--- src/rtl/conv_line_buffer_sequencer.sv ---
// Sequences the raster feature stream into the row shift register and flags completed 3x3 windows.
// Optional LINE_BUFFER_WINDOW_COUNT_EN adds a per-frame window_cnt output.
`ifndef FEATURE_WIDTH
`define FEATURE_WIDTH 8
`endif

module conv_line_buffer_sequencer #(
  parameter int FEATURE_WIDTH = `FEATURE_WIDTH,
  parameter int SHIFT_ADJ     = 2,
  parameter int KERNEL        = 3
) (
  input  logic                       system_clk,
  input  logic                       rst_n,
  input  logic                       start,
  input  logic [9:0]                 row_size,
  input  logic [9:0]                 col_size,
  input  logic                       in_valid,
  input  logic [2*FEATURE_WIDTH-1:0] in_data,
  output logic                       in_ready,
  output logic                       sr_wr_en,
  output logic [2*FEATURE_WIDTH-1:0] sr_wr_data,
  output logic [9:0]                 sr_shift_size,
  output logic                       window_valid,
  output logic [9:0]                 win_row,
  output logic [9:0]                 win_col,
  output logic                       busy,
  output logic                       done,
`ifdef LINE_BUFFER_WINDOW_COUNT_EN
  output logic [19:0]                window_cnt,
`endif
  output logic                       cfg_err
);

  // state   | meaning
  // IDLE    | waiting for start
  // RUN     | accepting samples
  // FLUSH   | last sample accepted, letting the final window drain
  // DONE    | one-cycle done pulse
  localparam logic [1:0] S_IDLE  = 2'd0;
  localparam logic [1:0] S_RUN   = 2'd1;
  localparam logic [1:0] S_FLUSH = 2'd2;
  localparam logic [1:0] S_DONE  = 2'd3;

  localparam logic [9:0] K_MIN  = 10'(KERNEL);
  localparam logic [9:0] K_LAST = 10'(KERNEL - 1);
  localparam logic [9:0] ADJ    = 10'(SHIFT_ADJ);

  logic [1:0] state;
  logic [9:0] row_lat, col_lat;
  logic [9:0] row, col;
  logic [9:0] s1_row, s1_col;
  logic       s1_win;
  logic       accept, last_col, last_sample, size_ok;

  assign accept      = in_valid & in_ready;
  assign last_col    = (col == row_lat - 10'd1);
  assign last_sample = last_col && (row == col_lat - 10'd1);
  assign size_ok     = (row_size >= K_MIN) && (col_size >= K_MIN);

  always_comb begin
    in_ready = (state == S_RUN);
    busy     = (state == S_RUN) || (state == S_FLUSH);
    done     = (state == S_DONE);
  end

  always_ff @(posedge system_clk or negedge rst_n) begin
    if (!rst_n) begin
      state         <= S_IDLE;
      row_lat       <= '0;
      col_lat       <= '0;
      row           <= '0;
      col           <= '0;
      sr_shift_size <= '0;
      cfg_err       <= 1'b0;
    end else begin
      case (state)
        S_IDLE: begin
          if (start) begin
            row_lat <= row_size;
            col_lat <= col_size;
            row     <= '0;
            col     <= '0;
            if (!size_ok) begin
              cfg_err <= 1'b1;
              state   <= S_DONE;
            end else begin
              cfg_err       <= 1'b0;
              sr_shift_size <= row_size - ADJ;
              state         <= S_RUN;
            end
          end
        end
        S_RUN: begin
          if (accept) begin
            if (last_col) begin
              col <= '0;
              row <= row + 10'd1;
            end else begin
              col <= col + 10'd1;
            end
            if (last_sample) state <= S_FLUSH;
          end
        end
        S_FLUSH: state <= S_DONE;
        default: state <= S_IDLE;
      endcase
    end
  end

  // Two-stage pipe: write stage, then window flag aligned with the datapath.
  always_ff @(posedge system_clk or negedge rst_n) begin
    if (!rst_n) begin
      sr_wr_en     <= 1'b0;
      sr_wr_data   <= '0;
      s1_row       <= '0;
      s1_col       <= '0;
      s1_win       <= 1'b0;
      window_valid <= 1'b0;
      win_row      <= '0;
      win_col      <= '0;
    end else begin
      sr_wr_en <= accept;
      if (accept) begin
        sr_wr_data <= in_data;
        s1_row     <= row;
        s1_col     <= col;
        s1_win     <= (row >= K_LAST) && (col >= K_LAST);
      end
      window_valid <= sr_wr_en & s1_win;
      if (sr_wr_en && s1_win) begin
        win_row <= s1_row;
        win_col <= s1_col;
      end
    end
  end

`ifdef LINE_BUFFER_WINDOW_COUNT_EN
  always_ff @(posedge system_clk or negedge rst_n) begin
    if (!rst_n)
      window_cnt <= '0;
    else if ((state == S_IDLE) && start && size_ok)
      window_cnt <= '0;
    else if (window_valid)
      window_cnt <= window_cnt + 20'd1;
  end
`endif

endmodule

--- config.mk ---
export PLATFORM = sky130hd
export DESIGN_NAME = conv_line_buffer_sequencer
export DESIGN_NICKNAME = d
export VERILOG_FILES = /design/src/rtl/conv_line_buffer_sequencer.sv
export SDC_FILE = /design/constraint.sdc
export NUM_CORES = 1
export LEC_CHECK = 0
export ABC_CLOCK_PERIOD_IN_PS = 3320
export CAP_MARGIN = 20
export CORE_UTILIZATION = 54
export CTS_CLUSTER_SIZE = 20
export DETAILED_ROUTE_END_ITERATION = 7
export GPL_TIMING_DRIVEN = 0
export HOLD_SLACK_MARGIN = 0.12
export MAX_ROUTING_LAYER = met4
export PLACE_DENSITY = 0.8
export SLEW_MARGIN = 20
export SYNTH_ARGS = -nofsm -noshare
export SYNTH_HDL_FRONTEND = slang
export SYNTH_SLANG_ARGS = --single-unit
--- constraint.sdc ---
create_clock -name system_clk -period 3.32 [get_ports system_clk]
set_input_delay 0.332 -clock system_clk [delete_from_list [all_inputs] [get_ports system_clk]]
set_output_delay 0.332 -clock system_clk [all_outputs]
set_load 0.02 [all_outputs]
* Word level (Yosys, flattened, before mapping)
Cells that the tools add are included.
** Storage, ports and cells
- Bits in registers :: 112
- Input port bits :: 40
- Output and inout bits :: 52
- Word-level logic and storage cells :: 60
** Cells by class
- Add/subtract/negate cells :: 5
- $lt $le $gt $ge :: 4
- Equal/unequal tests :: 9
- Muxes and demuxes :: 13
- Bitwise logic cells :: 2
- Reductions and logical operators :: 12
** Operator list (count)
- 2-to-1 mux 10 bit :: 5
- >= comparator 10 x 2 -> 1 bit, second input constant :: 4
- one-hot mux 10 bit (2 select lines) :: 2
- adder 10 x 1 -> 10 bit, second input constant :: 2
- equality test 10 bit :: 2
- subtractor 10 x 1 -> 10 bit, second input constant :: 2
- subtractor 10 x 2 -> 10 bit, second input constant :: 1
- AND reduction 3 bit :: 3
- 2-to-1 mux 2 bit :: 4
- inequality test 2 x 1 -> 1 bit, second input constant :: 3
- one-hot mux 2 bit (3 select lines) :: 1
- equality test 2 bit, second input constant :: 2
- logical AND 1 bit :: 4
- AND reduction 4 bit :: 1
- AND 1 bit :: 2
- equality test 2 x 1 -> 1 bit, second input constant :: 1
- zero test 2 bit :: 1
- inequality test 2 bit, second input constant :: 1
- AND reduction 2 bit :: 1
- nonzero test 2 bit :: 1
- logical OR 1 bit :: 1
- 2-to-1 mux 1 bit :: 1

* Depth between registers and ports, before layout
- Word-level depth :: 6
- Mapped depth :: 10
- Depth with buffers taken out :: 8

* Worst setup path before layout
No wires, ideal clock.
- Kind :: register to register
- From :: register row_lat[2]
- To :: register row[1]
- Library setup time :: 0.069 ns
- Arrival time :: 2.326 ns
- Required time :: 3.251 ns
- Path slack :: 0.925 ns
- Cell stages (with the launch flop) :: 7
- Buffers on the path :: 0
- Clock period less this slack :: 2.395 ns
- Path through :: dfrtp_1 -> nor4_4 -> nand2_1 -> o311a_1 -> a2111o_1 -> or4b_1 -> nand3_1
** Between the ends
- Word-level cells in the longest chain between the ends :: 4
** Ends and longest elaborated chain
- from (decl) :: RTL line 49 : logic [9:0] row_lat, col_lat;
- from (signal assigned) :: RTL line 79 : row_lat <= row_size;
- subtractor 10 x 1 -> 10 bit :: RTL line 56 : assign last_col = (col == row_lat - 10'd1);
- equality test 10 bit :: RTL line 56
- inequality test 2 x 1 -> 1 bit (no line)
- AND reduction 4 bit (no line)
- to (signal assigned) :: RTL line 97 : row <= row + 10'd1;
- to (decl) :: RTL line 50 : logic [9:0] row, col;
No other way between the ends.
A chain may end at the register's enable or synchronous reset.

* Final worst setup path
- From :: register row_lat[0]
- To :: register state[1]
** Between the ends
- Word-level cells in the longest chain between the ends :: 5
** Ends and longest elaborated chain
- subtractor 10 x 1 -> 10 bit :: RTL line 56
- equality test 10 bit :: RTL line 56
- logical AND 1 bit :: RTL line 57 : assign last_sample = last_col && (row == col_lat - 10'd1);
- inequality test 2 x 1 -> 1 bit (no line)
- AND reduction 3 bit (no line)
- to (signal assigned) :: RTL line 68 : state <= S_IDLE;
- to (signal assigned) :: RTL line 85 : state <= S_DONE;
- to (signal assigned) :: RTL line 89 : state <= S_RUN;
- to (decl) :: RTL line 48 : logic [1:0] state;
No other way between the ends.

==> results.json <==
{
  "clock_latency_ns": 0.39,
  "peakVddDrop_v": 0.000236,
  "p_leak_nw": 3.04,
  "grt_pass1_wl_um": 19400,
  "hold_ws_ns": 0.402,
  "grt-ovfl-total": 0,
  "grt_util_all_layers_pct": 24.4,
  "yosys_warnings": 0,
  "grtUsageMet1_pct": 32.2,
  "num_vias": 4154,
  "grt_max_degree": 75,
  "die_w_um": 103,
  "cts_sinks": 112,
  "largest_register_ffs": 16,
  "top_register": "sr_wr_data",
  "p_per_area_nw_per_um2": 416,
  "synth_top_area_share_pct": 50.5,
  "placed_area_um2": 6660,
  "final-seq-area_um2": 2800,
  "yosys.cell_types.count": 53,
  "synthCells": 500,
  "layout-drive-gt1-share_pct": 16.4,
  "netlist_top_cells_area": "dfrtp_1 51%, mux2_2 15%, nand2_1 2.8%",
  "dpl.hpwl_um": 8630,
  "layout.nets": 655,
  "clockBufferDepth": 2,
  "cp-start-kind": "flip-flop",
  "synth.most_common_cell": "dfrtp_1",
  "maxSlewViolCount": 0,
  "coreArea_um2": 9860,
  "finClkSkew_ns": 0.0189,
  "port_buffers": 91,
  "grt_setup_unrepaired": "no",
  "fin_crit_ns": 2.74,
  "drc": 0,
  "drt_pass1_iterations": 4,
  "fp.dieH_um": 103,
  "syn-num-nets": 551,
  "cts_resized": 0,
  "synth_edf_count": 0,
  "fmax_ghz": 0.365,
  "fp.dieArea_um2": 10700,
  "synthArstFlopShare_pct": 100,
  "wl_um": 11700,
  "cap_violations": 0,
  "hold_buffers": 1,
  "cts_setup_buffers": 0,
  "status": "complete, no violations",
  "grt_use_met2_pct": 39.6,
  "cts_tree": "built",
  "syn_area_um2": 5550,
  "cts.reportedPaths.clkPinSlew_ns": 0.12,
  "hold_class": "in2async",
  "antenna_cells": 0,
  "worst_ep_arrival_time_ns": 3.01,
  "setup-violations-final": 0,
  "synth_seq_cells": 112,
  "fillCellCount": 705,
  "htree_levels": 3,
  "synth_ff_type": "dfrtp_1",
  "wl_per_cell_um": 15.8,
  "gp_congestion": 0.925,
  "rows": 36,
  "first_global_vias": 4006,
  "numCtsBuffers": 9,
  "dr.first_iter.drc_count": 163,
  "post_drt_via_cell_ratio": 5.60,
  "ys_seq_area_share_pct": 50.5,
  "fin_area_um2": 6860,
  "path_class": "reg2reg",
  "crit_required_ns": 3.59,
  "period_share_pct": 82.5,
  "grt.busiest_layer": "met2",
  "grt_use_met3_pct": 3.63,
  "worst_pin_slew_ns": 0.731,
  "multi_input_area_um2": 2570,
  "ioPinCount": 92,
  "finalHoldViolCount": 0,
  "yosys.area.top_type": "dfrtp_1",
  "endpoint_kind": "flip-flop",
  "antenna_found_initial": 0,
  "synth_top_cells_by_count": "112 x dfrtp_1, 74 x mux2_2, 41 x nand2_1",
  "postSynthAreaPerCell_um2": 11.1,
  "ant_nets": 0,
  "syn_to_final_growth_pct": 23.7,
  "start_util_pct": 56.3,
  "relSlewSlack_pct": 50.0,
  "cts-root-buf": "clkbuf_8",
  "cp_max_fo": 6
}
==> power by group <==
group / switching [W] / leakage (nW) / internal (W)
Combinational: 0.000260 / 1.49 / 0.000262
Sequential: 0.0000648 / 1.45 / 0.00146
Clock: 0.000500 / 0.0978 / 0.000311
==> worst max-delay path, cell delays in order, from the launching register on <==
cell and delay [ns]:
dfrtp_1 0.47, inv_1 0.07, ha_1 0.26, or3_1 0.38, a31o_2 0.27, a2111oi_4 0.55, a41oi_1 0.28, mux2_2 0.34
==> layout by cell type, fill, tap and decap left out, types with 3 or more instances in the layout <==
cell,count
a211oi_1,4
xnor2_1,17
nand3_1,19
nor2_1,19
nor4_1,6
clkdlybuf4s50_1,90
or4_1,5
a21oi_1,8
nand2_1,41
and2_1,3
buf_1,5
ha_1,11
and3_1,9
nor2b_1,4
clkbuf_1,23
mux2_2,74
a31oi_1,9
clkbuf_8,10
nand2b_1,7
mux2i_1,9
or3_1,4
nor3_1,10
dfrtp_1,112
o21a_1,3
inv_1,17
o211ai_1,3
nand3b_1,3
o21ai_0,24
nand4_1,7
xor2_1,13
==> path summary, 6_finish.rpt <==
kind | from | end | slack, ns | depth (start not counted)
worst max-delay path | row_lat[0]$_DFFE_PN0P_ | state[1]$_DFFE_PN0P_ | 0.58 | 7
worst min-delay path | rst_n | sr_wr_data[1]$_DFFE_PN0P_ | 0.40 | 2
worst max register to register | row_lat[0]$_DFFE_PN0P_ | state[1]$_DFFE_PN0P_ | 0.58 | 7
worst min register to register | sr_shift_size[1]$_DFFE_PN0P_ | sr_shift_size[1]$_DFFE_PN0P_ | 0.50 | 2
max in group asynchronous | rst_n | sr_shift_size[0]$_DFFE_PN0P_ | 2.24 | 3
min in group system_clk | sr_shift_size[1]$_DFFE_PN0P_ | sr_shift_size[1]$_DFFE_PN0P_ | 0.50 | 2
==> per-stage QoR <==
stage	util (%)	setup TNS [ns]	setup slack, ns	cells	power (W)
6_report	69.6	0	0.581	742	0.00286
5_1_grt	69.6	0	0.376	742	0.00298
4_1_cts	69.6	0	0.619	742	0.00288
3_5_place_dp	67.5	0	0.300	725	0.00208
3_3_place_gp	67.2	-248.21	-2.22	724	0.00205
2_1_floorplan	-	0	0.925	500	0.00182
==> logic make-up (layout without fill, tap and decap cells) <==
group / count (synthesis) / in the layout / synth area share [%]
mux: 83 / 83 / 16.6
compound gates: 70 / 70 / 8.48
xor+xnor: 30 / 30 / 4.74
fa+ha+maj: 11 / 11 / 2.48
buf+inv: 47 / 156 / 3.20
simple gates: 147 / 147 / 14.0
flops: 112 / 112 / 50.5
==> per-layer routing <==
metal	part of all wire (%)	wire length (um)	up-vias
li1	-	-	1977
met1	44	5170	2085
met2	52	6060	79
met3	2.8	330	13
met4	1.4	167	0
met5	0	0	-
==> area by class of cell <==
| type | count | area share, % |
|---|---|---|
| Multi-Input combinational cell | 341 | 37.4 |
| Clock inverter | 6 | 0.893 |
| Timing Repair Buffer | 93 | 13.8 |
| Buffer | 29 | 1.60 |
| Tap cell | 133 | 2.42 |
| Inverter | 18 | 0.984 |
| Sequential cell | 112 | 40.8 |
| Clock buffer | 10 | 2.01 |
Note: power is estimated with default switching activity, not from simulation.
